`src/rtl/pir_motion_conditioner.sv`:
```
`default_nettype none
// ============================================================================
// Module      : pir_motion_conditioner
// Description : Synchronises and debounces the raw PIR line on JA1, then
//               stretches each detection with a retriggerable hold time.
//               Emits a motion level, a per-event strobe and a saturating
//               event count.
// Revision    : 1.0 - initial release
// ============================================================================
module pir_motion_conditioner #(
  parameter int DEBOUNCE_CYCLES = 1_000_000,
  parameter int HOLD_CYCLES     = 200_000_000,
  parameter int COUNT_W         = 14,
  parameter int COUNT_MAX       = 9999
) (
  input  logic               clk,
  input  logic               reset,
  input  logic               JA1,
  input  logic               enable,
  input  logic               clear_count,
  output logic               motion_detected,
  output logic               motion_pulse,
  output logic [COUNT_W-1:0] event_count,
  output logic [1:0]         state
);

  localparam int C_DEB_W  = (DEBOUNCE_CYCLES > 1) ? $clog2(DEBOUNCE_CYCLES) : 1;
  localparam int C_HOLD_W = (HOLD_CYCLES > 1) ? $clog2(HOLD_CYCLES) : 1;
  localparam logic [C_DEB_W-1:0]  C_DEB_LAST  = C_DEB_W'(DEBOUNCE_CYCLES - 1);
  localparam logic [C_HOLD_W-1:0] C_HOLD_LAST = C_HOLD_W'(HOLD_CYCLES - 1);
  localparam logic [COUNT_W-1:0]  C_COUNT_MAX = COUNT_W'(COUNT_MAX);

  typedef enum logic [1:0] {
    ST_IDLE   = 2'd0,
    ST_ACTIVE = 2'd1,
    ST_HOLD   = 2'd2
  } state_t;

  logic                r_sync1;
  logic                r_sync2;
  logic                r_deb;
  logic [C_DEB_W-1:0]  r_deb_cnt;
  state_t              r_state;
  state_t              w_next_state;
  logic [C_HOLD_W-1:0] r_hold_cnt;
  logic [C_HOLD_W-1:0] w_hold_next;
  logic                w_new_event;
  logic                r_motion;
  logic                r_pulse;
  logic [COUNT_W-1:0]  r_count;

  // Two-flop synchroniser; r_sync2 is the only consumer-visible copy of JA1
  always_ff @(posedge clk or posedge reset) begin
    if (reset) begin
      r_sync1 <= 1'b0;
      r_sync2 <= 1'b0;
    end else begin
      r_sync1 <= JA1;
      r_sync2 <= r_sync1;
    end
  end

  always_ff @(posedge clk or posedge reset) begin
    if (reset) begin
      r_deb     <= 1'b0;
      r_deb_cnt <= '0;
    end else if (r_sync2 == r_deb) begin
      r_deb_cnt <= '0;
    end else if (r_deb_cnt == C_DEB_LAST) begin
      r_deb     <= r_sync2;
      r_deb_cnt <= '0;
    end else begin
      r_deb_cnt <= r_deb_cnt + 1'b1;
    end
  end

  always_comb begin
    w_next_state = r_state;
    w_hold_next  = r_hold_cnt;
    w_new_event  = 1'b0;
    if (!enable) begin
      w_next_state = ST_IDLE;
      w_hold_next  = '0;
    end else begin
      case (r_state)
        ST_IDLE: begin
          if (r_deb) begin
            w_next_state = ST_ACTIVE;
            w_new_event  = 1'b1;
          end
        end
        ST_ACTIVE: begin
          if (!r_deb) begin
            w_next_state = ST_HOLD;
            w_hold_next  = '0;
          end
        end
        ST_HOLD: begin
          // A rising deb on the final hold cycle retriggers rather than expiring
          if (r_deb) begin
            w_next_state = ST_ACTIVE;
          end else if (r_hold_cnt == C_HOLD_LAST) begin
            w_next_state = ST_IDLE;
            w_hold_next  = '0;
          end else begin
            w_hold_next = r_hold_cnt + 1'b1;
          end
        end
        default: begin
          w_next_state = ST_IDLE;
          w_hold_next  = '0;
        end
      endcase
    end
  end

  always_ff @(posedge clk or posedge reset) begin
    if (reset) begin
      r_state    <= ST_IDLE;
      r_hold_cnt <= '0;
      r_motion   <= 1'b0;
      r_pulse    <= 1'b0;
      r_count    <= '0;
    end else begin
      r_state    <= w_next_state;
      r_hold_cnt <= w_hold_next;
      r_motion   <= (w_next_state != ST_IDLE);
      r_pulse    <= w_new_event;
      if (clear_count) begin
        r_count <= '0;
      end else if (w_new_event && (r_count != C_COUNT_MAX)) begin
        r_count <= r_count + 1'b1;
      end
    end
  end

  assign motion_detected = r_motion;
  assign motion_pulse    = r_pulse;
  assign event_count     = r_count;
  assign state           = r_state;

endmodule
`default_nettype wire
```
`config.mk`:
```
export PLATFORM = sky130hd
export DESIGN_NAME = pir_motion_conditioner
export DESIGN_NICKNAME = d
export VERILOG_FILES = /design/src/rtl/pir_motion_conditioner.sv
export SDC_FILE = /design/constraint.sdc
export NUM_CORES = 1
export LEC_CHECK = 0
export BUFFER_PORTS_ARGS = -buffer_cell sky130_fd_sc_hd__buf_2
export CORE_AREA = 2 2 83 85
export CTS_BUF_LIST = sky130_fd_sc_hd__clkbuf_2
export CTS_CLUSTER_SIZE = 20
export DETAILED_ROUTE_END_ITERATION = 10
export DIE_AREA = 0 0 85 87
export GPL_ROUTABILITY_DRIVEN = 0
export MAX_ROUTING_LAYER = met4
export PLACE_DENSITY = 0.69
export SLEW_MARGIN = 0
export SYNTH_ARGS = -nofsm -noshare
export SYNTH_HDL_FRONTEND = slang
export SYNTH_SLANG_ARGS = --single-unit
export TNS_END_PERCENT = 30
```
`constraint.sdc`:
```
create_clock -name clk -period 2.7 [get_ports clk]
set_input_delay 0.27 -clock clk [delete_from_list [all_inputs] [get_ports clk]]
set_output_delay 0.27 -clock clk [all_outputs]
set_load 0.005 [all_outputs]
```
== Yosys cells after proc, flatten, opt, wreduce, memory -nomap -nowiden ==
Index checks and enable logic that the tools add are counted.

* Eq/ne operators: 9
* Reductions and logical operators: 6
* Muxes and demuxes: 18
* Bitwise operators: 1
* Add/sub/neg operators: 3

{| class="wikitable"
|+ Operators by type and width
! cell !! number
|-
| $mux 28 || 4
|-
| $pmux 28 s3 || 1
|-
| $mux 20 || 2
|-
| $add 28x1->28 const B || 1
|-
| $eq 28x28->1 const B || 1
|-
| $mux 14 || 2
|-
| $add 20x1->20 const B || 1
|-
| $eq 20x20->1 const B || 1
|-
| $add 14x1->14 const B || 1
|-
| $ne 14x14->1 const B || 1
|-
| $mux 2 || 5
|-
| $ne 3x3->1 const B || 2
|-
| $pmux 2 s3 || 1
|-
| $reduce_bool 2->1 || 2
|-
| $mux 1 || 3
|-
| $reduce_and 3->1 || 1
|-
| $eq 2x1->1 const B || 1
|-
| $eq 2x2->1 const B || 1
|-
| $logic_not 2->1 || 1
|-
| $ne 2x2->1 const B || 1
|-
| $reduce_and 2->1 || 1
|-
| $eq 1x1->1 || 1
|-
| $logic_and 1x1->1 || 1
|-
| $not 1->1 || 1
|}

* Logic and storage cells: 46
* Flip-flop bits (word level): 69
* Output and inout bits: 18

== Logic depth before layout (Yosys ltp) ==
* Depth after elaboration: 6
* Mapped depth: 8

== Worst setup path after synthesis ==
No wires, ideal clock.

* Kind: register -> register
* Start: register r_hold_cnt[12]
* End: register r_hold_cnt[10]
* Buffers on the path: 2
* Stages on the path, launching flop included: 8
* Clock period less this slack: 1.945 ns
* Slack: 0.755 ns
* Data required time: 2.581 ns
* Arrival: 1.826 ns
* Path through: dfrtp_1 -> or4b_1 -> nor4_2 -> a21o_2 -> and2_1 -> buf_4 -> buf_6 -> nor2_1

* Word-level cells in the longest chain between the ends: 5

{| class="wikitable"
|+ Ends and longest elaborated chain
! what !! RTL line !! text
|-
| start: declaration || 45 || <nowiki>logic [C_HOLD_W-1:0] r_hold_cnt;</nowiki>
|-
| start signal: assignment || 126 || <nowiki>r_hold_cnt <= w_hold_next;</nowiki>
|-
| $eq 28x28->1 || 102 || <nowiki>end else if (r_hold_cnt == C_HOLD_LAST) begin</nowiki>
|-
| $mux 28 || 102 ||
|-
| $mux 28 || 100 || <nowiki>if (r_deb) begin</nowiki>
|-
| $pmux 28 s3 || 85 || <nowiki>case (r_state)</nowiki>
|-
| $mux 28 || 81 || <nowiki>if (!enable) begin</nowiki>
|}

No other way between the ends. The select of a mux whose other input is x is not followed.
A chain may end at the register's enable or synchronous reset.

== Worst setup path in the final report ==
* Start: register r_hold_cnt[12]
* End: register r_hold_cnt[27]

* Word-level cells in the longest chain between the ends: 5
* Elaborated cells between the ends (all ways): 6

{| class="wikitable"
|+ Ends and longest elaborated chain
! what !! RTL line
|-
| $add 28x1->28 or $eq 28x28->1 (tied branches) || 106, 102
|-
| $mux 28 (*) || 102
|-
| $mux 28 (*) || 100
|-
| $pmux 28 s3 (*) || 85
|-
| $mux 28 (*) || 81
|}

Every way passes the cells marked *; elsewhere a longest branch is shown, timed or not. The select of a mux whose other input is x is not followed.

==> load_flow_metrics.sql <==
INSERT INTO impl_metrics (metric_group, metric, value, unit) VALUES
('cells_and_area', 'layout.nets', '403', ''),
('synth', 'synth_warnings', '0', ''),
('cells_and_area', 'drive_above_1_share', '0.121', ''),
('synth', 'postSynthNetCount', '372', ''),
('pwr', 'power.static_leakage', '0.00162', 'uW'),
('cells_and_area', 'layout.filler_cells', '576', ''),
('routing', 'via_count', '2609', ''),
('synth', 'synth-seq-area-share', '0.496', ''),
('cells_and_area', 'register_area', '1730', 'um^2'),
('synth', 'synth.cell_area', '3480', 'um^2'),
('synth', 'ys_types', '44', ''),
('synth', 'post_synth_inst_count', '364', ''),
('routing', 'detail-route-antenna-nets', '0', ''),
('global_route', 'groute.usage.overall', '0.206', ''),
('critical_path', 'regToRegSetupSlack', '0.42', 'ns'),
('timing', 'setup_tns', '0', 'ns'),
('global_route', 'grt_pass1_vias', '2604', ''),
('synth', 'leading_cell_type_by_number_of_instances_after_synthesis', 'sky130_fd_sc_hd__dfrtp_1', ''),
('worst_hold_path', 'worstHoldPathType', 'input pin to register', ''),
('pwr', 'vdd_drop_max', '285', 'uV'),
('placement', 'numPortBuffers', '22', ''),
('cells_and_area', 'flow.area_growth_from_synthesis', '8.52', '%'),
('synth', 'postSynthRegisterBits', '69', ''),
('die', 'core_area', '6570', 'um^2'),
('critical_path', 'timing.critical_path.slowest_stage_cell', 'sky130_fd_sc_hd__or4b_1', ''),
('critical_path', 'worst_path_largest_cell_delay', '0.55', 'ns'),
('critical_path', 'worstSetupEndpointType', 'register', ''),
('cells_and_area', 'multiInputGateArea', '1670', 'um^2'),
('critical_path', 'worstPathArrival', '2.64', 'ns'),
('global_route', 'antenna_violations_before_repair', '0', ''),
('timing', 'max_frequency', '439', 'MHz'),
('routing', 'drt_drc_violations_left', '0', ''),
('timing', 'fin_skew', '0.0175', 'ns'),
('critical_path', 'largest_fanout_of_any_net_on_the_critical_path', '21', ''),
('critical_path', 'cp_cell_instances', 'or4b_1, nor4_2, a21o_2, and2_1, buf_12, a21oi_1', ''),
('timing', 'rsz_0062_raised_after_global_routing', 'no', ''),
('synth', 'yosys.area.top_type_share', '0.496', ''),
('cells_and_area', 'number_of_diodes', '0', ''),
('clocking', 'clockBufferDepth', '2', ''),
('timing', 'timing.final.max_slew_violations', '0', ''),
('clocking', 'clk_latency', '0.47', 'ns'),
('synth', 'syn_avg_cell_area', '9.56', 'um^2'),
('synth', 'yosysTopAreaCell', 'sky130_fd_sc_hd__dfrtp_1', ''),
('timing', 'worstMarginPinSlew', '0.821', 'ns'),
('cells_and_area', 'design_area', '3780', 'um^2'),
('clocking', 'tritoncts', 'yes', ''),
('global_route', 'grt_max_degree', '34', ''),
('timing', 'timing.final.hold_violations', '0', ''),
('critical_path', 'path_class', 'register to register', ''),
('synth', 'synth_async_sr_flop_share', '1.00', ''),
('global_route', 'grt_overflow_total', '0', ''),
('pwr', 'cellPowerDensity', '409', 'nW/um^2'),
('routing', 'wl_per_cell', '13.8', 'um'),
('routing', 'detailedRoute.firstPassIterationCount', '4', ''),
('routing', 'drt_first_iter_violations', '204', ''),
('die', 'die_x', '85', 'um'),
('timing', 'period_share', '0.844', ''),
('clocking', 'cts.sinks', '69', ''),
('outcome', 'outcome', 'finished, final reports clean', ''),
('flow_run', 'max_capacitance_violation_count', '0', ''),
('pwr', 'finalPower', '1550', 'uW'),
('die', 'fp.dieH', '87', 'um'),
('die', 'std_cell_rows', '30', ''),
('timing', 'finalWorstPathRequiredPeriod', '2.28', 'ns'),
('global_route', 'wire_length_of_the_first_global_routing_pass', '11.8', 'mm'),
('synth', 'synth_area_leaders', 'sky130_fd_sc_hd__dfrtp_1, sky130_fd_sc_hd__xnor2_1, sky130_fd_sc_hd__nor2_1, sky130_fd_sc_hd__xor2_1, sky130_fd_sc_hd__nand3_1', ''),
('die', 'floorplan.initialDensity', '0.530', ''),
('placement', 'dp_hpwl', '4.51', 'mm'),
('clocking', 'clk_pin_slew', '0.17', 'ns'),
('clocking', 'htreeDepth', '3', ''),
('critical_path', 'worst-endpoint-required', '3.06', 'ns');
-- layout make-up --
type	count	area share
Sequential cell	69	0.457
Clock inverter	4	0.00464
Timing Repair Buffer	30	0.0497
Inverter	8	0.00795
Clock buffer	10	0.0132
Multi-Input combinational cell	277	0.441
Tap cell	80	0.0265
-- state kept, by name, summed over array words and instances, names as in the netlist --
register / count
motion_detected: 1
r_sync2: 1
r_sync1: 1
state: 2
r_deb: 1
r_deb_cnt: 20
event_count: 14
r_hold_cnt: 28
motion_pulse: 1
-- cells in the final DEF (no fill, tap or decap), drive strengths merged, types with 2 or more instances in the layout --
cell          n
nor3         16
buf          28
nor3b         3
nor4bb        3
nand2b        2
nand3        26
and3          9
o21ai         9
inv           8
xor2         20
clkinv        4
clkbuf       10
and4          3
nor4         10
xnor2        31
and2          4
or3           7
nand2        28
dlygate4sd3   2
nor2b         3
nor2         62
dfrtp        69
or2           2
or4b          2
ha            3
nand4        11
a21oi         9
nand3b        2
-- repair_timing --
item / CTS / global route
hold endpoints to repair: 32 / 0
setup buffers: 0 / 0
resized for setup: 0 / 0
hold buffers: 2 / 0
-- cells by family after synthesis --
group | share of synthesized area
and+or+nand+nor | 0.295
DFF | 0.496
xor gates and xnor gates | 0.128
AOI/OAI and AO/OA | 0.0413
buffers and inverters | 0.0255
adders and majority gates | 0.0108
muxes | 0.00323
-- critical path, delay by kind of cell (launching register included) --
| kind | cells | cell delay [ns] |
|---|---|---|
| AND/OR/NAND/NOR | 3 | 1.22 |
| flip-flops | 1 | 0.48 |
| AO/OA/AOI/OAI | 2 | 0.27 |
| buffers and inverters | 1 | 0.20 |
-- stage by stage --
step                      setup WS [ns]   util  std cells  hold WS, ns
after floorplan                   0.690      -        364        0.301
after global placement            0.561  0.562        462        0.336
after detailed placement          0.484  0.562        462        0.339
after CTS                         0.444  0.575        478       0.0553
after global routing              0.302  0.575        478       0.0818
final                             0.421  0.575        478       0.0755
-- routing by layer --
layer / GRT usage / up-vias / part of all wire
met5: - / - / 0
met4: 0.0779 / 0 / 0.015
met3: 0.0313 / 7 / 0.030
met2: 0.295 / 51 / 0.44
met1: 0.296 / 1240 / 0.51
li1: - / 1311 / -
-- final timing paths --
path / start / endpoint / cells after the start
min in group asynchronous: reset / r_deb_cnt[18] / 3
max in group asynchronous: reset / r_hold_cnt[26] / 4
worst max register to register: r_hold_cnt[12] / r_hold_cnt[27] / 6
worst min-delay path: enable / state[0] / 3
worst min register to register: r_sync1 / r_sync2 / 0
worst max-delay path: r_hold_cnt[12] / r_hold_cnt[27] / 6
-- power by group --
part           internal (uW)  total [uW]  leakage, uW  switching, uW
clock network            107         442    0.0000525            335
logic                   16.1        61.5     0.000613           45.4
registers               1040        1040     0.000957           4.38
(Power assumes the default switching activity.)
